## config.mk

```make
export PLATFORM = sky130hd
export DESIGN_NAME = lif_scheduler_flat
export DESIGN_NICKNAME = d
export VERILOG_FILES = /design/src/rtl/lif_scheduler_if.sv /design/src/rtl/lif_scheduler.sv /design/src/flat_wrapper.sv
export SDC_FILE = /design/constraint.sdc
export NUM_CORES = 1
export LEC_CHECK = 0
export BUFFER_PORTS_ARGS = -buffer_cell sky130_fd_sc_hd__buf_2
export CAP_MARGIN = 5
export CELL_PAD_IN_SITES_DETAIL_PLACEMENT = 0
export CELL_PAD_IN_SITES_GLOBAL_PLACEMENT = 1
export CORE_MARGIN = 5
export CORE_UTILIZATION = 45
export CTS_CLUSTER_DIAMETER = 200
export DETAILED_ROUTE_END_ITERATION = 10
export PLACE_DENSITY_LB_ADDON = 0.1
export SYNTH_ARGS = -nofsm -noshare
export SYNTH_HDL_FRONTEND = slang
export SYNTH_SLANG_ARGS = --single-unit
```

## constraint.sdc

```tcl
create_clock -name clk -period 4.5 [get_ports clk]
set_input_delay 0.45 -clock clk [delete_from_list [all_inputs] [get_ports clk]]
set_output_delay 0.45 -clock clk [all_outputs]
set_load 0.02 [all_outputs]
```

## src/rtl/lif_scheduler_if.sv

```systemverilog
`default_nettype none
// ============================================================================
// Module   : lif_scheduler_if
// Brief    : Write/start/readout/spike bundle of the time-multiplexed LIF scheduler.
// Revision : 1.0
// ============================================================================
interface lif_scheduler_if #(
    parameter int N_NEURONS = 4
) ();
    logic                 wr_en;
    logic [3:0]           wr_addr;
    logic [7:0]           wr_data;
    logic                 start;
    logic                 busy;
    logic                 done;
    logic                 spike_valid;
    logic [3:0]           spike_id;
    logic [N_NEURONS-1:0] spike_vec;
    logic [3:0]           rd_addr;
    logic [7:0]           rd_state;
    logic [7:0]           tstep;

    modport master (
        output wr_en, wr_addr, wr_data, start, rd_addr,
        input  busy, done, spike_valid, spike_id, spike_vec, rd_state, tstep
    );

    modport slave (
        input  wr_en, wr_addr, wr_data, start, rd_addr,
        output busy, done, spike_valid, spike_id, spike_vec, rd_state, tstep
    );
endinterface
`default_nettype wire

```

## src/rtl/lif_scheduler.sv

```systemverilog
`default_nettype none
// ============================================================================
// Module   : lif_scheduler
// Brief    : Time-multiplexed leaky integrate-and-fire neuron array, one
//            neuron updated per clock while a timestep is in progress.
// Revision : 1.0
// ============================================================================
module lif_scheduler #(
    parameter int N_NEURONS  = 4,
    parameter int THRESHOLD  = 200,
    parameter int BETA_SHIFT = 1
) (
    input  wire logic        clk,
    input  wire logic        rst_n,
    lif_scheduler_if.slave   bus
);

    localparam logic [7:0] c_THRESH = 8'(THRESHOLD);
    localparam logic [3:0] c_LAST   = 4'(N_NEURONS - 1);

    typedef enum logic [1:0] {
        S_IDLE   = 2'd0,
        S_UPDATE = 2'd1,
        S_DONE   = 2'd2
    } fsm_t;

    fsm_t                 fsm_q, fsm_d;
    logic [3:0]           ptr_q, ptr_d;
    logic [7:0]           mem_q [N_NEURONS];
    logic [7:0]           mem_d [N_NEURONS];
    logic [7:0]           cur_q [N_NEURONS];
    logic [7:0]           cur_d [N_NEURONS];
    logic [N_NEURONS-1:0] shadow_q, shadow_d;
    logic [N_NEURONS-1:0] spike_vec_q, spike_vec_d;
    logic [7:0]           tstep_q, tstep_d;

    logic       w_fire;
    logic [7:0] w_mem_sel;
    logic [7:0] w_cur_sel;
    logic [8:0] w_leak_sum;
    logic [7:0] w_mem_new;
    logic [7:0] w_rd_state;

    always_ff @(posedge clk or negedge rst_n) begin
        if (!rst_n) begin
            fsm_q       <= S_IDLE;
            ptr_q       <= '0;
            shadow_q    <= '0;
            spike_vec_q <= '0;
            tstep_q     <= '0;
            for (int i = 0; i < N_NEURONS; i++) begin
                mem_q[i] <= '0;
                cur_q[i] <= '0;
            end
        end else begin
            fsm_q       <= fsm_d;
            ptr_q       <= ptr_d;
            shadow_q    <= shadow_d;
            spike_vec_q <= spike_vec_d;
            tstep_q     <= tstep_d;
            for (int i = 0; i < N_NEURONS; i++) begin
                mem_q[i] <= mem_d[i];
                cur_q[i] <= cur_d[i];
            end
        end
    end

    always_comb begin
        fsm_d       = fsm_q;
        ptr_d       = ptr_q;
        shadow_d    = shadow_q;
        spike_vec_d = spike_vec_q;
        tstep_d     = tstep_q;
        mem_d       = mem_q;
        cur_d       = cur_q;
        w_fire      = 1'b0;
        w_mem_sel   = '0;
        w_cur_sel   = '0;

        for (int i = 0; i < N_NEURONS; i++) begin
            if (ptr_q == 4'(i)) begin
                w_mem_sel = mem_q[i];
                w_cur_sel = cur_q[i];
            end
        end

        // Leak then integrate; the 9-bit sum saturates to 8 bits
        w_leak_sum = {1'b0, w_cur_sel} + {1'b0, (w_mem_sel >> BETA_SHIFT)};
        w_mem_new  = w_leak_sum[8] ? 8'hFF : w_leak_sum[7:0];

        case (fsm_q)
            S_IDLE: begin
                if (bus.start) begin
                    fsm_d    = S_UPDATE;
                    ptr_d    = '0;
                    shadow_d = '0;
                end
            end
            S_UPDATE: begin
                w_fire = (w_mem_sel >= c_THRESH);
                for (int i = 0; i < N_NEURONS; i++) begin
                    if (ptr_q == 4'(i)) begin
                        mem_d[i]    = w_fire ? w_cur_sel : w_mem_new;
                        shadow_d[i] = w_fire;
                    end
                end
                if (ptr_q == c_LAST) begin
                    fsm_d       = S_DONE;
                    ptr_d       = '0;
                    spike_vec_d = shadow_d;
                end else begin
                    ptr_d = ptr_q + 4'd1;
                end
            end
            S_DONE: begin
                fsm_d   = S_IDLE;
                tstep_d = tstep_q + 8'd1;
            end
            default: begin
                fsm_d = S_IDLE;
                ptr_d = '0;
            end
        endcase

        // Applied after the update so a colliding write lands next timestep
        for (int i = 0; i < N_NEURONS; i++) begin
            if (bus.wr_en && (bus.wr_addr == 4'(i))) begin
                cur_d[i] = bus.wr_data;
            end
        end
    end

    always_comb begin
        w_rd_state = '0;
        for (int i = 0; i < N_NEURONS; i++) begin
            if (bus.rd_addr == 4'(i)) begin
                w_rd_state = mem_q[i];
            end
        end
    end

    assign bus.busy        = (fsm_q == S_UPDATE) || (fsm_q == S_DONE);
    assign bus.done        = (fsm_q == S_DONE);
    assign bus.spike_valid = w_fire;
    assign bus.spike_id    = (fsm_q == S_UPDATE) ? ptr_q : 4'd0;
    assign bus.spike_vec   = spike_vec_q;
    assign bus.rd_state    = w_rd_state;
    assign bus.tstep       = tstep_q;

endmodule
`default_nettype wire

```

## src/flat_wrapper.sv

```systemverilog
// flat-port wrapper written by rule: the top's interface ports become plain ports
module lif_scheduler_flat 
#(
    parameter int N_NEURONS  = 4,
    parameter int THRESHOLD  = 200,
    parameter int BETA_SHIFT = 1
)
  (clk, rst_n, bus_wr_en, bus_wr_addr, bus_wr_data, bus_start, bus_rd_addr, bus_busy, bus_done, bus_spike_valid, bus_spike_id, bus_spike_vec, bus_rd_state, bus_tstep);
  lif_scheduler_if #(.N_NEURONS(N_NEURONS)) bus_i ();
  input  wire logic clk;
  input  wire logic rst_n;
  input wire logic [$bits(bus_i.wr_en)-1:0] bus_wr_en;
  input wire logic [$bits(bus_i.wr_addr)-1:0] bus_wr_addr;
  input wire logic [$bits(bus_i.wr_data)-1:0] bus_wr_data;
  input wire logic [$bits(bus_i.start)-1:0] bus_start;
  input wire logic [$bits(bus_i.rd_addr)-1:0] bus_rd_addr;
  output wire logic [$bits(bus_i.busy)-1:0] bus_busy;
  output wire logic [$bits(bus_i.done)-1:0] bus_done;
  output wire logic [$bits(bus_i.spike_valid)-1:0] bus_spike_valid;
  output wire logic [$bits(bus_i.spike_id)-1:0] bus_spike_id;
  output wire logic [$bits(bus_i.spike_vec)-1:0] bus_spike_vec;
  output wire logic [$bits(bus_i.rd_state)-1:0] bus_rd_state;
  output wire logic [$bits(bus_i.tstep)-1:0] bus_tstep;
  assign bus_i.wr_en = bus_wr_en;
  assign bus_i.wr_addr = bus_wr_addr;
  assign bus_i.wr_data = bus_wr_data;
  assign bus_i.start = bus_start;
  assign bus_i.rd_addr = bus_rd_addr;
  assign bus_busy = bus_i.busy;
  assign bus_done = bus_i.done;
  assign bus_spike_valid = bus_i.spike_valid;
  assign bus_spike_id = bus_i.spike_id;
  assign bus_spike_vec = bus_i.spike_vec;
  assign bus_rd_state = bus_i.rd_state;
  assign bus_tstep = bus_i.tstep;
  lif_scheduler #(.N_NEURONS(N_NEURONS), .THRESHOLD(THRESHOLD), .BETA_SHIFT(BETA_SHIFT)) u_core (.clk(clk), .rst_n(rst_n), .bus(bus_i));
endmodule
```

==> results by group <==
Final layout
  • Post-layout utilization of the core: 0.509
  • Total of fill cells in the finished design: 1,025
  • Post-synthesis to final-layout area growth: 12.1%
  • Diode count: 0
  • Area of the multi-input gates: ~2500 um^2
  • Final nets: 588
  • Total area of sequential cells: approximately 2100 um^2
  • Design Area, Final: 5450 um^2
  • Fraction of final layout cells sized beyond drive strength 1: 0.240

Yosys
  • Yosys warning total: 0
  • Most used flip-flop cell after synthesis: dfrtp_1
  • Sequential element share of the synthesized area: 0.438
  • Combined area of all synthesized cells: 4860 um^2
  • Yosys top cell by area: dfrtp_1
  • Post-synthesis xor/xnor area fraction: 0.0162
  • Post-synth ARST share: 1.00
  • Multiplexer fraction of the synthesized cell area: 0.0965
  • Complex-gate fraction of the synthesized area: 0.205
  • Simple-gate area share of the yosys netlist: 0.164
  • Syn Nets: approximately 540
  • Share of the synthesized area in the top cell type: 0.438
  • Top cells by area, synth: dfrtp_1 44%, mux2_2 9.0%, nand2_1 5.0%, ha_1 3.6%, o21ai_0 3.4%
  • Unique cell type count in the Yosys netlist: 65
  • Dominant combinational cell family by area after synthesis: compound AO/OA/AOI/OAI gates
  • Count of state elements after synthesis: 85
  • EDFF count, synth: 0
  • Fraction of the mapped netlist area in adder cells: 0.0402
  • Count of mapped cells out of synthesis: 509
  • Syn Area/Cell: ~9.5 um^2

Power and ir drop
  • Max IR drop VDD: ~260 uV
  • Static power due to leakage: approximately 2.6 nW
  • PwrDens: ~670 nW/um^2

Worst hold path
  • HP Class: in2async

STA
  • Portion of the clock cycle consumed by the worst path in the final layout: 0.882
  • Final number of setup-violating endpoints: 0
  • Slew Viols, Final: 0
  • Setup clock skew after layout: 0.00796 ns
  • Slew Limit Headroom: 0.272
  • Setup TNS: 0 ns
  • Slew at the pin closest to its max-slew limit: 1.08 ns
  • RSZ-0062 raised after global routing: no
  • Crit path time final: 3.97 ns
  • Achievable frequency: 252 MHz
  • Hold Vio Cnt, Final: 0

Worst setup path
  • Startpoint type of the worst setup path: flip-flop
  • CP Class: reg2reg
  • WP data arrival: 4.18 ns
  • Category of the worst setup path capture point: flip-flop
  • Maximum fanout along the worst path: 8
  • Critical Path RT: 4.71 ns

Placement
  • Post-detailed-placement half-perimeter wirelength: 9.05 mm
  • Placed cell area: approximately 5200 um^2
  • Final weighted congestion in routability-driven placement: 0.850
  • # port buffers: 46

Clock tree
  • Total clock sinks: between 80 and 90
  • Buffer type at the clock tree root: clkbuf_8
  • Maximum root-to-sink buffer count: 2
  • Clock slew seen by the registers of the worst setup and hold paths: approximately 0.080 ns
  • Number of buffers inserted by hold repair at cts: 0
  • Postcts setup bufs: 0
  • H-tree levels: 3
  • Post-CTS Resized: 0
  • TritonCTS clock tree: yes
  • Worst-Skew Late Latency: 0.36 ns
  • Num CTS Buffers: 9

Floorplanning
  • Die Outline Area: 13,000 um^2
  • Cell Rows: 38
  • Chip width: 114 um
  • Placeable core region: roughly 11,000 um^2
  • Die Ht: 114 um
  • Initial core utilization: 0.454
  • I/O pin total: 47

GRT
  • Largest net degree at the start of global routing: 53
  • Total routing usage reported by global routing: 0.200
  • Congestion Overflow GR: 0
  • Vias in the first global route: 3,894
  • Antenna violations before repair: 0
  • Global-route wire length before repair: 20.4 mm

Routing
  • Average wire per cell in the routed design: ~18 um
  • Ratio of routed vias to standard cells: 5.69
  • Number of search-and-repair iterations in the first detailed-routing pass: 5
  • Post-route antenna net violation count: 0
  • Routed Wire Length: 12.5 mm
  • Routed via count: 3,973
  • Residual DRC count: 0
  • Iteration-0 DRC Markers: 218

Outcome
  • Run status: finished clean

Run
  • Max cap viols: 0
## report_power, final
group          switching (W)  internal [W]
registers           0.000188      0.000996
clock network       0.000270      0.000299
logic                0.00116      0.000753
total                0.00162       0.00205
## cells by family (layout without fill, tap and decap cells)
kind of cell	Yosys count	after routing
xor gates and xnor gates	9	9
DFF	85	85
adders and majority gates	15	15
and+or+nand+nor	167	167
buffers and inverters	45	94
muxes	42	42
AOI/OAI and AO/OA	146	146
## routing by layer
layer | GRT usage | vias to the layer above | share of wire
met1 | 0.275 | 1937 | 0.46
met2 | 0.321 | 88 | 0.48
li1 | - | 1924 | -
met5 | 0 | - | 0
met4 | 0.0800 | 0 | 0.023
met3 | 0.0255 | 24 | 0.039
## final timing paths
path,startpoint,endpoint,slack [ns],cells after the start
worst max-delay path,u_core.ptr_q[0]$_DFFE_PN0P_,u_core.mem_q[22]$_DFFE_PN0P_,0.53,14
worst min-delay path,rst_n,u_core.mem_q[16]$_DFFE_PN0P_,0.02,1
worst max register to register,u_core.ptr_q[0]$_DFFE_PN0P_,u_core.mem_q[22]$_DFFE_PN0P_,0.53,14
worst min register to register,u_core.mem_q[24]$_DFFE_PN0P_,u_core.mem_q[24]$_DFFE_PN0P_,0.48,2
max in group asynchronous,rst_n,u_core.cur_q[15]$_DFFE_PN0P_,3.46,2
min in group clk,bus_wr_data[7],u_core.cur_q[15]$_DFFE_PN0P_,0.34,3
## layout by cell type, fill, tap and decap left out, drive strengths merged, types with 4 or more instances in the layout
cell	Yosys	routed
a21o	6	6
a21oi	32	32
a221o	4	4
a222oi	6	6
a22oi	13	13
and2	4	4
buf	9	58
clkbuf	16	12
dfrtp	85	85
ha	14	14
inv	20	20
mux2	39	39
nand2	65	65
nand2b	6	6
nand3	10	10
nor2	43	43
nor2b	5	5
nor3	9	9
o21ai	48	48
o31ai	7	7
or2	7	7
xnor2	6	6
## critical path, cell delays in order, from the launching register on
cell and delay (ns):
dfrtp_1 0.45, inv_1 0.13, ha_1 0.38, nor4b_4 0.40, buf_4 0.21, a21oi_1 0.06
or4_4 0.45, inv_1 0.08, ha_1 0.28, a21o_1 0.23, a21o_1 0.19, a2111oi_0 0.33
nor3_1 0.12, o31ai_1 0.37, o21ai_0 0.16
## cell usage after synthesis, types with 3 or more instances
library cell / number
dfrtp_1: 85
nand2_1: 65
nor2_1: 40
mux2_2: 39
o21ai_0: 33
a21oi_1: 31
inv_1: 20
clkbuf_1: 16
ha_1: 14
o21ai_1: 14
a22oi_1: 13
nand3_1: 10
nor3_1: 9
o31ai_1: 7
a21o_1: 6
a222oi_1: 6
buf_2: 6
nand2b_1: 6
xnor2_1: 6
nor2b_1: 5
or2_2: 5
and2_1: 4
a221o_1: 3
a2bb2oi_1: 3
and3_1: 3
mux2i_1: 3
nand3b_1: 3
nand4_1: 3
nor2_2: 3
nor3b_1: 3
o211a_1: 3
o221ai_1: 3
xor2_1: 3
## per-stage QoR
step,hold WS [ns],instances,total power [W],worst slack [ns]
after floorplan,0.154,509,0.00256,0.954
after global placement,0.420,680,0.00303,0.528
after detailed placement,0.432,680,0.00308,0.336
after CTS,0.0255,696,0.00366,0.316
after global routing,0.0349,698,0.00396,0.175
final,0.0191,698,0.00366,0.531
## sequential cells by signal (all words and copies together) (netlist names)
name	flops
u_core.cur_q	32
u_core.mem_q	32
u_core.fsm_q	2
u_core.ptr_q	4
u_core.shadow_q	3
u_core.bus.spike_vec	4
u_core.bus.tstep	8
## area by class of cell
class,instances,share of cell area
well taps,140,0.0322
clock inverters,4,0.00827
clock buffers,12,0.0303
repair buffers,58,0.0593
inverters,20,0.0138
multi-input cells,379,0.466
flip-flops and latches,85,0.390
(Power assumes the default switching activity.)
